--- src/rtl/xtea_dec_sched.sv ---
// Round-robin scheduler that shares one xtea_dec core between two request/response channels.
// Define XTEA_SCHED_TIMEOUT_EN to add a watchdog that aborts a job whose core never answers.
module xtea_dec_sched #(
  parameter int WORD_SIZE = 128,
  parameter int TIMEOUT   = 255
) (
  input  logic                 clock,
  input  logic                 reset,
  input  logic                 req0_valid,
  output logic                 req0_ready,
  input  logic [WORD_SIZE-1:0] req0_data,
  input  logic [WORD_SIZE-1:0] req0_key,
  input  logic                 req1_valid,
  output logic                 req1_ready,
  input  logic [WORD_SIZE-1:0] req1_data,
  input  logic [WORD_SIZE-1:0] req1_key,
  output logic                 rsp0_valid,
  input  logic                 rsp0_ready,
  output logic                 rsp1_valid,
  input  logic                 rsp1_ready,
  output logic [WORD_SIZE-1:0] rsp_data,
  output logic                 rsp_err,
  output logic                 core_reset,
  output logic                 core_start,
  output logic [WORD_SIZE-1:0] core_data_in,
  output logic [WORD_SIZE-1:0] core_key,
  input  logic                 core_ready,
  input  logic [WORD_SIZE-1:0] core_data_out,
  output logic                 busy,
  output logic                 grant_id
);

  if (TIMEOUT < 1 || TIMEOUT > 255) begin : g_timeout_range
    $error("xtea_dec_sched: TIMEOUT must lie in 1..255");
  end

  typedef enum logic [1:0] {
    S_IDLE  = 2'd0,
    S_ISSUE = 2'd1,
    S_WAIT  = 2'd2,
    S_RESP  = 2'd3
  } state_e;

  state_e                 state_q, state_d;
  logic                   rr_q, rr_d;
  logic                   grant_q, grant_d;
  logic                   rsp0_valid_q, rsp0_valid_d;
  logic                   rsp1_valid_q, rsp1_valid_d;
  logic [WORD_SIZE-1:0]   rsp_data_q, rsp_data_d;
  logic [WORD_SIZE-1:0]   din_q, din_d;
  logic [WORD_SIZE-1:0]   key_q, key_d;
  logic                   winner;
  logic                   accept;
  logic                   rsp_taken;

`ifdef XTEA_SCHED_TIMEOUT_EN
  localparam logic [7:0] TIMEOUT_C = 8'(TIMEOUT);
  logic [7:0] wd_cnt_q, wd_cnt_d;
  logic       rsp_err_q, rsp_err_d;
  logic       wd_fire;
`endif

  // A lone requester always wins; on contention the round-robin pointer decides.
  always_comb begin
    winner     = (req0_valid && req1_valid) ? rr_q : req1_valid;
    accept     = !reset && (state_q == S_IDLE) && (req0_valid || req1_valid);
    req0_ready = accept && !winner;
    req1_ready = accept && winner;
    rsp_taken  = grant_q ? rsp1_ready : rsp0_ready;
  end

  always_comb begin
    // NOTE: every signal driven here gets a default first, so no path leaves it unassigned and no latch is inferred.
    state_d      = state_q;
    rr_d         = rr_q;
    grant_d      = grant_q;
    rsp0_valid_d = rsp0_valid_q;
    rsp1_valid_d = rsp1_valid_q;
    rsp_data_d   = rsp_data_q;
    din_d        = din_q;
    key_d        = key_q;
`ifdef XTEA_SCHED_TIMEOUT_EN
    wd_cnt_d     = wd_cnt_q;
    rsp_err_d    = rsp_err_q;
    wd_fire      = 1'b0;
`endif

    case (state_q)
      S_IDLE: begin
        if (accept) begin
          din_d   = winner ? req1_data : req0_data;
          key_d   = winner ? req1_key  : req0_key;
          grant_d = winner;
          state_d = S_ISSUE;
        end
      end

      S_ISSUE: begin
`ifdef XTEA_SCHED_TIMEOUT_EN
        wd_cnt_d = '0;
`endif
        state_d = S_WAIT;
      end

      S_WAIT: begin
        if (core_ready) begin
          rsp_data_d   = core_data_out;
          rsp0_valid_d = !grant_q;
          rsp1_valid_d = grant_q;
          state_d      = S_RESP;
`ifdef XTEA_SCHED_TIMEOUT_EN
          rsp_err_d    = 1'b0;
        end else if (wd_cnt_q == TIMEOUT_C) begin
          // The core is recovered by its own reset; the requester still gets an (error) answer.
          wd_fire      = 1'b1;
          rsp_data_d   = '0;
          rsp_err_d    = 1'b1;
          rsp0_valid_d = !grant_q;
          rsp1_valid_d = grant_q;
          state_d      = S_RESP;
        end else begin
          wd_cnt_d     = wd_cnt_q + 8'd1;
`endif
        end
      end

      S_RESP: begin
        if (rsp_taken) begin
          rsp0_valid_d = 1'b0;
          rsp1_valid_d = 1'b0;
          rr_d         = !grant_q;
          state_d      = S_IDLE;
        end
      end

      default: state_d = S_IDLE;
    endcase
  end

  always_ff @(posedge clock) begin
    if (reset) begin
      state_q      <= S_IDLE;
      rr_q         <= 1'b0;
      grant_q      <= 1'b0;
      rsp0_valid_q <= 1'b0;
      rsp1_valid_q <= 1'b0;
      rsp_data_q   <= '0;
      din_q        <= '0;
      key_q        <= '0;
`ifdef XTEA_SCHED_TIMEOUT_EN
      wd_cnt_q     <= '0;
      rsp_err_q    <= 1'b0;
`endif
    end else begin
      // NOTE: non-blocking assignments so every flop samples the pre-edge value of the others.
      state_q      <= state_d;
      rr_q         <= rr_d;
      grant_q      <= grant_d;
      rsp0_valid_q <= rsp0_valid_d;
      rsp1_valid_q <= rsp1_valid_d;
      rsp_data_q   <= rsp_data_d;
      din_q        <= din_d;
      key_q        <= key_d;
`ifdef XTEA_SCHED_TIMEOUT_EN
      wd_cnt_q     <= wd_cnt_d;
      rsp_err_q    <= rsp_err_d;
`endif
    end
  end

  assign rsp0_valid   = rsp0_valid_q;
  assign rsp1_valid   = rsp1_valid_q;
  assign rsp_data     = rsp_data_q;
  assign core_start   = (state_q == S_ISSUE);
  assign core_data_in = din_q;
  assign core_key     = key_q;
  assign busy         = (state_q != S_IDLE);
  assign grant_id     = grant_q;

`ifdef XTEA_SCHED_TIMEOUT_EN
  assign rsp_err    = rsp_err_q;
  assign core_reset = reset || wd_fire;
`else
  assign rsp_err    = 1'b0;
  assign core_reset = reset;
`endif

endmodule

--- config.mk ---
export PLATFORM = sky130hd
export DESIGN_NAME = xtea_dec_sched
export DESIGN_NICKNAME = d
export VERILOG_FILES = /design/src/rtl/xtea_dec_sched.sv
export SDC_FILE = /design/constraint.sdc
export NUM_CORES = 1
export LEC_CHECK = 0
export BUFFER_PORTS_ARGS = -buffer_cell sky130_fd_sc_hd__buf_4
export CORE_AREA = 5 5 404 406
export CTS_CLUSTER_DIAMETER = 200
export DETAILED_ROUTE_END_ITERATION = 10
export DIE_AREA = 0 0 409 411
export HOLD_SLACK_MARGIN = 0.02
export PLACE_DENSITY = 0.3
export SLEW_MARGIN = 20
export SYNTH_ARGS = -nofsm -noshare
export SYNTH_HDL_FRONTEND = slang
export SYNTH_SLANG_ARGS = --single-unit
--- constraint.sdc ---
create_clock -name clock -period 2.3 [get_ports clock]
set_input_delay 0.345 -clock clock [delete_from_list [all_inputs] [get_ports clock]]
set_output_delay 0.345 -clock clock [all_outputs]
set_load 0.005 [all_outputs]
==> results.json <==
{
  "cts_root_buf": "clkbuf_16",
  "post-route-cell-area_um2": 34500,
  "grt_first_pass_wirelength_um": 186000,
  "die_w_um": 409,
  "worstPathBufferInverterCount": 3,
  "clk_transition_reported_paths_ns": 0.06,
  "place_ws_ns": 0.360,
  "timing.critical_path.slowest_cell_delay_ns": 0.35,
  "synth_top_area_frac": 0.452,
  "worst-endpoint-arrival_ns": 1.86,
  "dp_hpwl_um": 104000,
  "worst_hold_endpoint": "core_data_in[87]",
  "register_to_register_setup_slack_ns": 0.14,
  "detail_route.drc_violations": 0,
  "r2r_end": "core_key[122]",
  "share_clk_of_total_power": 0.330,
  "comb_power_share": 0.374,
  "post-route-min-period_ns": 2.20,
  "portBuffers": 1038,
  "detail_route.vias_per_cell": 3.94,
  "clock_tree_buf_depth": 3,
  "layout-drive-gt1-share": 0.363,
  "grt_usage": 0.153,
  "postSynthRegisterBits": 390,
  "grt_remaining_overflow": 0,
  "clock_buffer_count_from_cts": 57,
  "maxClockFrequency_ghz": 0.454,
  "first_pass_iters": 5,
  "core.rowCount": 147,
  "vias_in_the_first_global_route": 23400,
  "worst_path_dominant_cell_family": "flip-flops",
  "gp_routability_congestion": 0.798,
  "sequential_group_share_of_total_power": 0.296,
  "setup_slack_ns": 0.0987,
  "filler_cell_count": 17900,
  "critPathKind": "reg2out",
  "yosysUniqueCellTypes": 35,
  "run_status": "finished clean",
  "irDropWorstVdd_mv": 0.477,
  "synth_top_cells_by_area": "dfxtp_1, a32oi_1, a21oi_1",
  "clock_tree.htree_level_count": 2,
  "effective_utilization_at_floorplan": 0.108,
  "hold-path-cell-count": 3,
  "synth_area_per_cell_um2": 8.28,
  "finish.net_count": 4167,
  "timing.final.max_slew_violations": 0,
  "detailroute.via_count": 22300,
  "synth-seq-area-share": 0.452,
  "totalWireLength_um": 137000,
  "startpoint_type": "flop",
  "internal_power_mw": 17.8,
  "synth.yosys.warnings": 0,
  "grt_setup_unrepaired": "false",
  "synth_nets": 2738,
  "cp_cell_sequence": "inv_2 > ha_4 > and2_4 > buf_12 > and3_1 > buf_4",
  "flow.area_growth_from_synthesis_pct": 99.7,
  "chipHeight_um": 411,
  "synth_top_flop_cell": "dfxtp_1",
  "route.detailed.wl_per_inst_um": 24.1,
  "fin_skew_ns": 0.0182,
  "floorplan.io_pins": 1040,
  "rr_worst_depth": 6,
  "cts_sinks": 390,
  "cts_tree": "yes",
  "static_leakage_nw": 13.7,
  "ant_nets": 0,
  "holdCritStartpoint": "req1_data[87]",
  "design.core.area_um2": 159000,
  "min_path_type": "in2reg",
  "crit_required_ns": 1.96,
  "clock_insertion_delay_worst_skew_ns": 0.64,
  "synthArstFlopShare": 0,
  "cellPowerDensity_nw_per_um2": 809,
  "critical_path_startpoint": "state_q[0]",
  "worst_setup_path_end_kind": "output pin",
  "maximum_number_of_pins_on_one_net_before_global_route_repair": 72,
  "post_syn_instances": 2087,
  "crit_path_max_fanout": 5,
  "max_cap_violations": 0,
  "switching_power_as_a_share_of_total_power": 0.364,
  "syn-cell-area_um2": 17300,
  "synth_enable_flop_cells": 0,
  "initial_antenna_violation_count": 33,
  "power.switching_mw": 10.2,
  "finalHoldWorstSlack_ns": 0.0720,
  "hold_viol": 0,
  "setup_total_negative_slack_ns": 0,
  "netlist.top_cell.by_area": "dfxtp_1",
  "die_footprint_um2": 168000,
  "worst_r2r_startpoint": "rr_q",
  "report.final.setup_viol": 0,
  "cp_slowest_cell": "dfxtp_2",
  "place_area_um2": 28000,
  "period_share": 0.957,
  "drt-initial-drc-count": 1015
}
## worst min-delay path, stage by stage
cell     delay, ns
buf_4         0.11
nand4_1       0.11
a31oi_1       0.09
## cell usage after synthesis, drive strengths merged (21+ instances only)
| cell | n |
|---|---|
| nand2 | 262 |
| nand4 | 55 |
| and2b | 21 |
| nor2b | 182 |
| clkbuf | 100 |
| nand3 | 251 |
| a21oi | 336 |
| buf | 151 |
| dfxtp | 390 |
| a32oi | 206 |
| o21ai | 51 |
| a31oi | 50 |
## stage by stage
step / util / power, mW / cells
floorplan: - / 12.3 / 2087
global placement: 0.175 / 18.0 / 5094
detailed placement: 0.175 / 17.9 / 5094
CTS: 0.215 / 28.4 / 5639
global route: 0.216 / 29.5 / 5661
finish: 0.216 / 27.9 / 5670
## placed cells by master (no fill, tap or decap), types with 2 or more instances in the layout
cell | synthesis | final
nand3_1 | 251 | 251
inv_2 | 1 | 2
dlygate4sd3_1 | 0 | 433
buf_12 | 0 | 37
diode_2 | 0 | 23
a21oi_1 | 335 | 335
buf_16 | 0 | 4
and2b_1 | 21 | 21
clkbuf_8 | 0 | 13
dfxtp_1 | 390 | 388
mux2i_1 | 3 | 3
a31oi_1 | 50 | 50
clkbuf_16 | 0 | 61
dfxtp_2 | 0 | 2
bufinv_16 | 0 | 4
nor2_1 | 4 | 3
nand4_1 | 55 | 55
o21ai_0 | 50 | 50
clkinv_2 | 0 | 10
and2_4 | 0 | 3
a32oi_1 | 206 | 206
nand2_1 | 262 | 261
a211oi_1 | 2 | 2
clkbuf_1 | 100 | 14
inv_6 | 0 | 2
buf_4 | 22 | 1142
nor2b_1 | 182 | 182
ha_1 | 4 | 3
nand2b_4 | 0 | 2
## final cells by class
class,count,area (µm²),share of cell area
multi-input combinational,1442,8230,0.238
inverter,4,17.5,0.000508
clock inverter,18,204,0.00591
antenna,23,57.6,0.00167
tap,2086,2610,0.0757
timing repair buffer,1621,13900,0.402
sequential,390,7810,0.226
clock buffer,86,1710,0.0495
## registers in the layout (all words and copies together) (netlist names)
signal        count
rr_q              1
rsp1_valid        1
state_q           2
core_data_in    128
core_key        128
grant_id          1
rsp_data        128
rsp0_valid        1
## power by group through the flow
| stage | logic, mW | clock network (mW) | registers (mW) |
|---|---|---|---|
| after floorplan | 4.01 | 0 | 8.31 |
| after global placement | 9.59 | 0 | 8.40 |
| after global routing | 11.3 | 9.85 | 8.35 |
| after CTS | 10.5 | 9.65 | 8.26 |
| final | 10.4 | 9.22 | 8.26 |
| after detailed placement | 9.52 | 0 | 8.39 |
## worst max-delay path by stage
stage | to | slack, ns | cells after the start
floorplan | req1_ready | 0.49 | 8
global placement | core_key[28] | 0.32 | 7
detailed placement | core_key[84] | 0.36 | 7
CTS | req1_ready | 0.02 | 6
global route | core_key[122] | 0.01 | 6
finish | req1_ready | 0.1 | 6
## routing by layer
layer | part of all wire | wire length, µm | vias to the layer above | global-route usage
met3 | 0.074 | 10100 | 150 | 0.0457
met1 | 0.41 | 55800 | 10900 | 0.181
met5 | 0.00020 | 27 | - | 0
met2 | 0.49 | 66900 | 817 | 0.264
met4 | 0.028 | 3830 | 4 | 0.0478
li1 | - | - | 10500 | -
## cell families after synthesis
logic type,share of synthesized area
AO/OA/AOI/OAI,0.239
AND/OR/NAND/NOR,0.229
flip-flops,0.452
buffers and inverters,0.0752
multiplexers,0.00239
other,0.000217
adder cells (fa/ha/maj),0.00290
## timing repair
item,CTS,global route
pin swaps,0,1
setup endpoints to repair,2,3
hold buffers,433,0
endpoints found under the hold margin,382,0
buffers inserted,7,6
resized for setup,6,5
gates cloned,1,2
Power figures use the tool's default switching activity.
